$ cat src/rtl/syscall_input_engine_pkg.sv
// syscall_input_engine_pkg: shared states, codes, characters and byte-lane helpers
package syscall_input_engine_pkg;
  localparam int ADDR_W = 32;
  localparam logic [7:0] NL_CHAR = 8'h0A;
  localparam logic [7:0] CR_CHAR = 8'h0D;
  localparam logic [7:0] MINUS_CHAR = 8'h2D;
  localparam logic [31:0] SYS_READ_INT = 32'd5;
  localparam logic [31:0] SYS_READ_STR = 32'd8;
  typedef enum logic [2:0] {S_IDLE, S_INT_RX, S_STR_RX, S_TERM, S_FLUSH, S_DONE} state_t;
  // Big-endian lanes: lane 0 is bits [31:24]
  function automatic logic [31:0] lane_word(input logic [1:0] lane, input logic [7:0] b);
    return {b, 24'h0} >> {lane, 3'b000};
  endfunction
  function automatic logic [3:0] lane_be(input logic [1:0] lane);
    return 4'b1000 >> lane;
  endfunction
endpackage

$ cat src/rtl/syscall_input_engine_word.sv
// syscall_word_packer: merges bytes into a pending word and issues registered word writes
module syscall_word_packer
  import syscall_input_engine_pkg::*;
(
  input  logic              clk,
  input  logic              reset_n,
  input  logic              clear,
  input  logic              wr,
  input  logic              flush,
  input  logic [ADDR_W-1:0] addr,
  input  logic [7:0]        data,
  output logic              mem_we,
  output logic [ADDR_W-1:0] mem_addr,
  output logic [3:0]        mem_be,
  output logic [31:0]       mem_wdata
);
  logic [31:0] pend_data_q, pend_data_d, wdata_q, wdata_d, merged_data;
  logic [3:0] pend_be_q, pend_be_d, be_q, be_d, merged_be;
  logic [ADDR_W-1:0] pend_addr_q, pend_addr_d, maddr_q, maddr_d, word_addr;
  logic we_q, we_d;
  always_comb begin
    word_addr = {addr[ADDR_W-1:2], 2'b00};
    merged_data = pend_data_q | lane_word(addr[1:0], data);
    merged_be = pend_be_q | lane_be(addr[1:0]);
    we_d = 1'b0;
    maddr_d = '0;
    be_d = '0;
    wdata_d = '0;
    pend_data_d = pend_data_q;
    pend_be_d = pend_be_q;
    pend_addr_d = pend_addr_q;
    if (clear) begin
      pend_data_d = '0;
      pend_be_d = '0;
    end else if (wr && addr[1:0] == 2'd3) begin
      we_d = 1'b1;
      maddr_d = word_addr;
      be_d = merged_be;
      wdata_d = merged_data;
      pend_data_d = '0;
      pend_be_d = '0;
    end else if (wr) begin
      pend_data_d = merged_data;
      pend_be_d = merged_be;
      pend_addr_d = word_addr;
    end else if (flush && pend_be_q != 4'b0000) begin
      we_d = 1'b1;
      maddr_d = pend_addr_q;
      be_d = pend_be_q;
      wdata_d = pend_data_q;
      pend_data_d = '0;
      pend_be_d = '0;
    end
  end
  always_ff @(posedge clk or negedge reset_n) begin
    if (!reset_n) begin
      pend_data_q <= '0;
      pend_be_q <= '0;
      pend_addr_q <= '0;
      we_q <= 1'b0;
      maddr_q <= '0;
      be_q <= '0;
      wdata_q <= '0;
    end else begin
      pend_data_q <= pend_data_d;
      pend_be_q <= pend_be_d;
      pend_addr_q <= pend_addr_d;
      we_q <= we_d;
      maddr_q <= maddr_d;
      be_q <= be_d;
      wdata_q <= wdata_d;
    end
  end
  assign mem_we = we_q;
  assign mem_addr = maddr_q;
  assign mem_be = be_q;
  assign mem_wdata = wdata_q;
endmodule

$ cat src/rtl/syscall_input_engine.sv
// syscall_input_engine: console read_int / read_string syscall responder fed from an RX byte stream
module syscall_input_engine
  import syscall_input_engine_pkg::*;
(
  input  logic              clk,
  input  logic              reset_n,
  input  logic              start,
  input  logic              mode,
  input  logic [ADDR_W-1:0] buf_addr,
  input  logic [31:0]       max_len,
  output logic              busy,
  output logic              done,
  output logic [31:0]       int_result,
  input  logic              rx_valid,
  input  logic [7:0]        rx_data,
  output logic              rx_ready,
  output logic              mem_we,
  output logic [ADDR_W-1:0] mem_addr,
  output logic [3:0]        mem_be,
  output logic [31:0]       mem_wdata
);
  state_t state_q, state_d;
  logic neg_q, neg_d, seen_q, seen_d;
  logic [31:0] acc_q, acc_d, res_q, res_d, rem_q, rem_d;
  logic [ADDR_W-1:0] addr_q, addr_d;
  logic busy_q, done_q, ready_q;
  logic fire, is_nl, is_cr, is_dig, pk_clear, pk_wr, pk_flush;
  logic [7:0] pk_data;
  always_comb begin
    fire = rx_valid & ready_q;
    is_nl = rx_data == NL_CHAR;
    is_cr = rx_data == CR_CHAR;
    is_dig = rx_data >= 8'h30 && rx_data <= 8'h39;
    state_d = state_q;
    neg_d = neg_q;
    seen_d = seen_q;
    acc_d = acc_q;
    res_d = res_q;
    rem_d = rem_q;
    addr_d = addr_q;
    pk_clear = 1'b0;
    pk_wr = 1'b0;
    pk_flush = 1'b0;
    pk_data = rx_data;
    unique case (state_q)
      S_IDLE: if (start) begin
        pk_clear = 1'b1;
        neg_d = 1'b0;
        seen_d = 1'b0;
        acc_d = '0;
        addr_d = buf_addr;
        rem_d = max_len - 32'd1;
        state_d = !mode ? S_INT_RX : max_len == 32'd0 ? S_DONE : max_len == 32'd1 ? S_TERM : S_STR_RX;
      end
      S_INT_RX: if (fire && !is_cr) begin
        seen_d = 1'b1;
        if (is_nl) begin
          state_d = S_DONE;
          res_d = neg_q ? -acc_q : acc_q;
        end else if (rx_data == MINUS_CHAR && !seen_q) neg_d = 1'b1;
        else if (is_dig) acc_d = acc_q * 32'd10 + {28'h0, rx_data[3:0]};
      end
      S_STR_RX: if (fire && !is_cr) begin
        pk_wr = 1'b1;
        addr_d = addr_q + 1'b1;
        rem_d = rem_q - 32'd1;
        state_d = (is_nl || rem_q == 32'd1) ? S_TERM : S_STR_RX;
      end
      S_TERM: begin
        pk_wr = 1'b1;
        pk_data = 8'h00;
        state_d = S_FLUSH;
      end
      S_FLUSH: begin
        pk_flush = 1'b1;
        state_d = S_DONE;
      end
      default: state_d = S_IDLE;
    endcase
  end
  always_ff @(posedge clk or negedge reset_n) begin
    if (!reset_n) begin
      state_q <= S_IDLE;
      neg_q <= 1'b0;
      seen_q <= 1'b0;
      acc_q <= '0;
      res_q <= '0;
      rem_q <= '0;
      addr_q <= '0;
      busy_q <= 1'b0;
      done_q <= 1'b0;
      ready_q <= 1'b0;
    end else begin
      state_q <= state_d;
      neg_q <= neg_d;
      seen_q <= seen_d;
      acc_q <= acc_d;
      res_q <= res_d;
      rem_q <= rem_d;
      addr_q <= addr_d;
      busy_q <= state_d != S_IDLE;
      done_q <= state_d == S_DONE;
      ready_q <= state_d == S_INT_RX || state_d == S_STR_RX;
    end
  end
  assign busy = busy_q;
  assign done = done_q;
  assign rx_ready = ready_q;
  assign int_result = res_q;
  syscall_word_packer u_packer (
    .clk       (clk),
    .reset_n   (reset_n),
    .clear     (pk_clear),
    .wr        (pk_wr),
    .flush     (pk_flush),
    .addr      (addr_q),
    .data      (pk_data),
    .mem_we    (mem_we),
    .mem_addr  (mem_addr),
    .mem_be    (mem_be),
    .mem_wdata (mem_wdata)
  );
endmodule

$ cat config.mk
export PLATFORM = sky130hd
export DESIGN_NAME = syscall_input_engine
export DESIGN_NICKNAME = d
export VERILOG_FILES = /design/src/rtl/syscall_input_engine_pkg.sv /design/src/rtl/syscall_input_engine_word.sv /design/src/rtl/syscall_input_engine.sv
export SDC_FILE = /design/constraint.sdc
export NUM_CORES = 1
export LEC_CHECK = 0
export CORE_AREA = 2 2 139 208
export CTS_CLUSTER_SIZE = 12
export DETAILED_ROUTE_END_ITERATION = 7
export DIE_AREA = 0 0 141 210
export GPL_TIMING_DRIVEN = 1
export PLACE_DENSITY = 0.8
export SETUP_SLACK_MARGIN = 0.15
export SYNTH_ARGS = -nofsm -noshare
export SYNTH_HDL_FRONTEND = slang
export SYNTH_HIERARCHICAL = 1
export SYNTH_SLANG_ARGS = --single-unit
export TNS_END_PERCENT = 30
$ cat constraint.sdc
create_clock -name clk -period 5.88 [get_ports clk]
set_input_delay 1.176 -clock clk [delete_from_list [all_inputs] [get_ports clk]]
set_output_delay 1.176 -clock clk [all_outputs]
set_load 0.03 [all_outputs]
; ---- Word level (Yosys, flattened, before mapping)
; Index checks and enable logic that the tools add are counted.
[word_totals]
reg_bits = 271
input_bits = 77
output_inout_bits = 104
elab_cells = 133
[classes]
add_sub_neg = 5
multipliers = 1
n_lt_le_gt_ge = 2
eq_ne = 20
n_shift = 2
n_mux = 59
n_bitwise = 5
reduce_logical = 22
[op_table]
columns = cell, count
row1 = 32-bit 2-to-1 mux, 22
row2 = 32-bit one-hot mux with 2 select lines, 3
row3 = 32-bit by 1-bit == test with 1-bit output (second input constant), 2
row4 = 32-bit by 1-bit subtractor with 32-bit output (second input constant), 2
row5 = 32-bit by 1-bit adder with 32-bit output (second input constant), 1
row6 = 32-bit by 4-bit adder with 32-bit output, 1
row7 = 32-bit zero test, 1
row8 = 32-bit by 3-bit multiplier with 31-bit output (second input constant), 1
row9 = 4-bit 2-to-1 mux, 8
row10 = 32-bit negation, 1
row11 = 32-bit bitwise OR, 1
row12 = 32-bit by 5-bit right shift with 32-bit output, 1
row13 = 3-bit 2-to-1 mux, 6
row14 = 8-bit by 4-bit == test with 1-bit output (second input constant), 2
row15 = 1-bit 2-to-1 mux, 15
row16 = 3-bit one-hot mux with 5 select lines, 1
row17 = 2-bit != test (second input constant), 7
row18 = 3-bit AND reduction, 4
row19 = 3-bit by 2-bit == test with 1-bit output (second input constant), 3
row20 = 8-bit by 6-bit == test with 1-bit output (second input constant), 1
row21 = 8-bit by 6-bit greater-or-equal comparator with 1-bit output (second input constant), 1
row22 = 8-bit by 6-bit less-or-equal comparator with 1-bit output (second input constant), 1
row23 = 8-bit 2-to-1 mux, 1
row24 = 4-bit nonzero test, 2
row25 = 16 further kinds, 28

; ---- Depth between registers and ports, before layout
[logic_depth]
ltp_word = 8
ltp_mapped = 13
mapped_depth_nobuf = 12

; ---- Hierarchy
; Netlist, hierarchy kept.
[modules_own_cells]
columns = module, n_inst, cells_per_inst, area_each_um2, seq_area_each_um2
row1 = syscall_input_engine, 1, 1308, 10483.8, 3403.3
row2 = syscall_word_packer, 1, 414, 5148.7, 3328.2

; ---- Least setup slack after synthesis
; Ideal clock, no wire load.
[synth_path]
path_type = register to register
from = reg acc_q[1]
to = reg acc_q[31]
setup_ps = 87
arrival_ps = 4235
required_time_ps = 5793
setup_slack_ps = 1559
path_stages_with_launch = 14
n_path_buf = 1
period_less_slack_ps = 4321
path_cell_list = dfrtp_1 -> ha_1 -> ha_1 -> fa_1 -> a211oi_4 -> o211ai_2 -> a31oi_4 -> xor2_1 -> nor3_4 -> or4bb_4 -> or4_1 -> buf_2 -> or4_1 -> o211ai_1
[synth_via]
elab_chain_cells = 7
[synth_rtl]
columns = element, line_no
row1 = "start, declared", syscall_input_engine.sv:24  ; logic [31:0] acc_q, acc_d, res_q, res_d, rem_q, rem_d;
row2 = "start signal, assigned", syscall_input_engine.sv:86  ; acc_q <= '0;
row3 = "start signal, assigned", syscall_input_engine.sv:97  ; acc_q <= acc_d;
row4 = 32-bit by 3-bit multiplier with 31-bit output, syscall_input_engine.sv:61  ; else if (is_dig) acc_d = acc_q * 32'd10 + {28'h0, rx_data[3:0]};
row5 = 32-bit by 4-bit adder with 32-bit output, syscall_input_engine.sv:61
row6 = 32-bit 2-to-1 mux, syscall_input_engine.sv:61
row7 = 32-bit 2-to-1 mux, syscall_input_engine.sv:60  ; end else if (rx_data == MINUS_CHAR && !seen_q) neg_d = 1'b1;
row8 = 32-bit 2-to-1 mux, syscall_input_engine.sv:57  ; if (is_nl) begin
row9 = 32-bit 2-to-1 mux, syscall_input_engine.sv:55  ; S_INT_RX: if (fire && !is_cr) begin
row10 = 32-bit one-hot mux with 2 select lines, syscall_input_engine.sv:45  ; unique case (state_q)
; Every way passes these cells. The select of a mux whose other input is x is not followed.
; A chain may end at the register's enable or synchronous reset.

; ---- Worst setup path in the final report
; Ends and elaborated chain as after synthesis.

==> results.md <==
* Seq pwr share at between 40% and 50%
* Vias in the first global route at ~13000
* YS warnings at 6
* Final setup TNS at 0 ns
* Slew Limit Fails at 0
* Avg Cell Area, Syn at around 9 µm²
* Final Cycle Share at between 70 and 80%
* Clock-pin transition on the worst setup and hold timing paths at roughly 0.060 ns
* Fmax achieved at 213 MHz
* Final HPWL DP at 30300 µm
* Total grt overflow at 0
* Synth area leaders: dfrtp_1, ha_1, o21ai_0
* H-tree depth at 1
* Antenna-violating nets left at 0
* R2R setup slack at approximately 1.2 ns
* Int Power at 0.00416 W
* Vias post-DR at 13700
* Area share of the largest cell type after synthesis at roughly 43%
* Post-synth EDFFs at 0
* Worst Tran Pin Value at around 1.1 ns
* Vias per inst at ~6.2
* First-pass DRT Iterations at 5
* CP Max Fanout at 8
* Synth Instances at roughly 1700
* #FFs+latches synth at between 200 and 300
* Share of cells above drive strength 1 at 7.31%
* Pwr/cell area at 377 mW/mm²
* Clk root buf: clkbuf_16
* Worst path arrival time at 5.17 ns
* Worst reg2reg path depth at 12
* Resize count post-CTS at 0
* Mapped cell area at approximately 0.016 mm²
* Setup crit start kind: flip-flop
* CP Data Required Time at between 6 and 7 ns
* FF+latch area at roughly 0.0067 mm²
* Async set-reset flop share out of synthesis at between 90% and 100%
* Top FF cell, synth: dfrtp_1
* Worst hold path type: flip-flop to flip-flop
* Hold EP: int_result[1]
* Area of the multi-input gates at ~0.0084 mm²
* Post-layout nets at between 1500 and 2000
* Setup bufs post-CTS at 0
* Initial antenna violation count at 2
* Initial drt markers at around 900
* Rel. slew slack at around a quarter
* Total Wirelength at roughly 42000 µm
* Routed len/inst at about 19 µm
* Hold Crit Depth at 2
* Min-delay src: int_result[1]
* Outcome: completed
* Sw Ratio at ~40%
* Combinational share of power at a little over a third
* Diode count at 0
* Setup CP Type: flip-flop to flip-flop
* Die width at about 140 µm
* Dpl cell area at roughly 0.018 mm²
* Clock power frac at between 20% and 30%
* Clk sinks at ~270
* Row count at 75
* Num CTS Buffers at 27
* RSZ-0062 raised after global routing: false
* CTS tree: done
* Io pins at approximately 180
* Gr usage total at approximately 29%
* Die Area at roughly 0.030 mm²
* Final Wtd Congestion at 0.940
* Starting Density at a little under three fifths
* Worst R2R Start: acc_q[1]
* Final hold vios at 0
* First-pass GRT wire length at 68700 µm
* CP Capture Type: flip-flop
* Final setup fails at 0
* I/O Buffers at around 180
* Switching power of the nets at approximately 0.0028 W
* Setup Skew at roughly 0.023 ns
* Area delta synth->final at 17.6%
* Post-CTS Hold Buffers at 0
* Max cap viols at 0
* Synth area leader: dfrtp_1
* Fin crit period at between 4 and 5 ns
* Max IR drop VDD at approximately 340 µV
* Area of the core at approximately 0.028 mm²
* Max Root-Sink Buffers at 3
* Worst-Skew Late Latency at around 0.57 ns
* Post-route DRC at 0
* Pin count of the biggest net entering global routing at roughly 140
* Netlist cell types at 80
* Final instance area at roughly 0.018 mm²
* P_leak at between 7 and 8 nW
* Sequential-to-total area share from yosys stat at between 40 and 50%
* Reg-to-Reg End: acc_q[31]
* Fill cells at ~2300
* Die extent in y at around 210 µm
## worst max-delay path by stage
| stage | startpoint | end | slack [ns] | depth (start not counted) |
|---|---|---|---|---|
| after floorplan | acc_q[1] | acc_q[31] | 1.56 | 13 |
| after global placement | rx_data[3] | acc_q[28] | 1.09 | 11 |
| after detailed placement | rx_data[3] | acc_q[28] | 1.00 | 11 |
| after CTS | acc_q[1] | acc_q[31] | 1.22 | 12 |
| after global routing | acc_q[1] | acc_q[28] | 0.87 | 12 |
| final | acc_q[1] | acc_q[31] | 1.19 | 12 |
## worst max-delay path, cell delays in order (launching register included)
cell and delay (ns):
dfrtp_1 0.47, ha_1 0.34, ha_1 0.24, fa_1 0.44, a211oi_4 0.34, o211ai_2 0.18
a31oi_4 0.29, xor2_1 0.18, nor3_4 0.25, or4bb_4 0.50, or4_1 0.68, or4_1 0.50
o211ai_1 0.17
## cells in the mapped netlist, types with 7 or more instances
cell and n:
a21oi_1 129, a22oi_1 9, a31oi_1 16, a32oi_1 32
and2_1 30, and3_1 13, buf_1 7, buf_2 11
clkbuf_1 70, dfrtp_1 269, ha_1 64, inv_1 25
mux2_2 30, nand2_1 179, nand2b_1 33, nand3_1 61
nand4_1 18, nor2_1 149, nor2b_1 10, nor3_1 49
nor4_1 14, o211ai_1 7, o21a_1 8, o21ai_0 159
o21ai_2 21, o22ai_1 14, o31ai_1 19, or2_2 11
or3_1 27, or4_1 16, xnor2_1 43, xor2_1 57
## per-layer routing
layer | up-vias | GRT usage (%) | wire length [µm] | share of wire (%)
met5 | - | 0 | 13 | 0.031
met2 | 465 | 52.1 | 22200 | 53
met4 | 2 | 10.4 | 1460 | 3.5
li1 | 6469 | - | - | -
met1 | 6667 | 34.1 | 16200 | 38
met3 | 86 | 3.82 | 2270 | 5.4
## cell families (layout without fill, tap and decap cells)
kind of cell | Yosys count | count (layout) | share of synthesized area [%]
fa+ha+maj | 66 | 66 | 5.38
compound gates | 485 | 485 | 19.7
mux | 34 | 34 | 2.42
other cells | 1 | 2 | 0.0240
simple gates | 645 | 645 | 20.4
xor+xnor | 100 | 100 | 5.60
buf+inv | 122 | 260 | 3.36
flops | 269 | 269 | 43.1
## state kept, by name (all words and copies together), names as in the netlist
name and count:
acc_q 32, addr_q 32, busy 1, done 1, int_result 32, neg_q 1
rem_q 32, rx_ready 1, seen_q 1, state_q 3, u_packer/mem_addr 30, u_packer/mem_be 4
u_packer/mem_wdata 32, u_packer/mem_we 1, u_packer/pend_addr_q 30, u_packer/pend_be_q 4, u_packer/pend_data_q 32
## area by class of cell
cell class                 instances  share of cell area [%]
multi-input combinational       1332                    45.7
sequential                       269                    36.6
timing repair buffer             196                    10.5
clock buffer                      36                    4.02
tap                              346                    2.36
inverter                          25                   0.511
clock inverter                     3                   0.300
## power groups by stage
| stage | logic, W | registers (W) | clock network [W] |
|---|---|---|---|
| 2_1_floorplan | 0.00183 | 0.00271 | 0 |
| 3_3_place_gp | 0.00241 | 0.00278 | 0 |
| 3_5_place_dp | 0.00248 | 0.00281 | 0 |
| 4_1_cts | 0.00250 | 0.00279 | 0.00166 |
| 5_1_grt | 0.00278 | 0.00285 | 0.00173 |
| 6_report | 0.00251 | 0.00279 | 0.00163 |
## per-stage QoR
| step | setup WS [ns] | utilization [%] | total power (W) | cells | hold slack (ns) |
|---|---|---|---|---|---|
| floorplan | 1.56 | - | 0.00454 | 1723 | 0.450 |
| global placement | 1.09 | 63.1 | 0.00518 | 2168 | 0.462 |
| detailed placement | 1.00 | 63.1 | 0.00529 | 2168 | 0.470 |
| CTS | 1.22 | 65.9 | 0.00695 | 2207 | 0.483 |
| global route | 0.871 | 65.9 | 0.00736 | 2207 | 0.507 |
| finish | 1.19 | 65.9 | 0.00693 | 2207 | 0.477 |
## layout by cell type (no fill, tap or decap), drive strengths merged, types with 43 or more instances in the layout
master	n
o21ai	184
nor2	149
nand2	179
ha	64
xor2	57
xnor2	43
dfrtp	269
clkdlybuf4s50	177
nand3	61
nor3	50
a21oi	132
No activity file was read; power rests on OpenSTA's default activity.
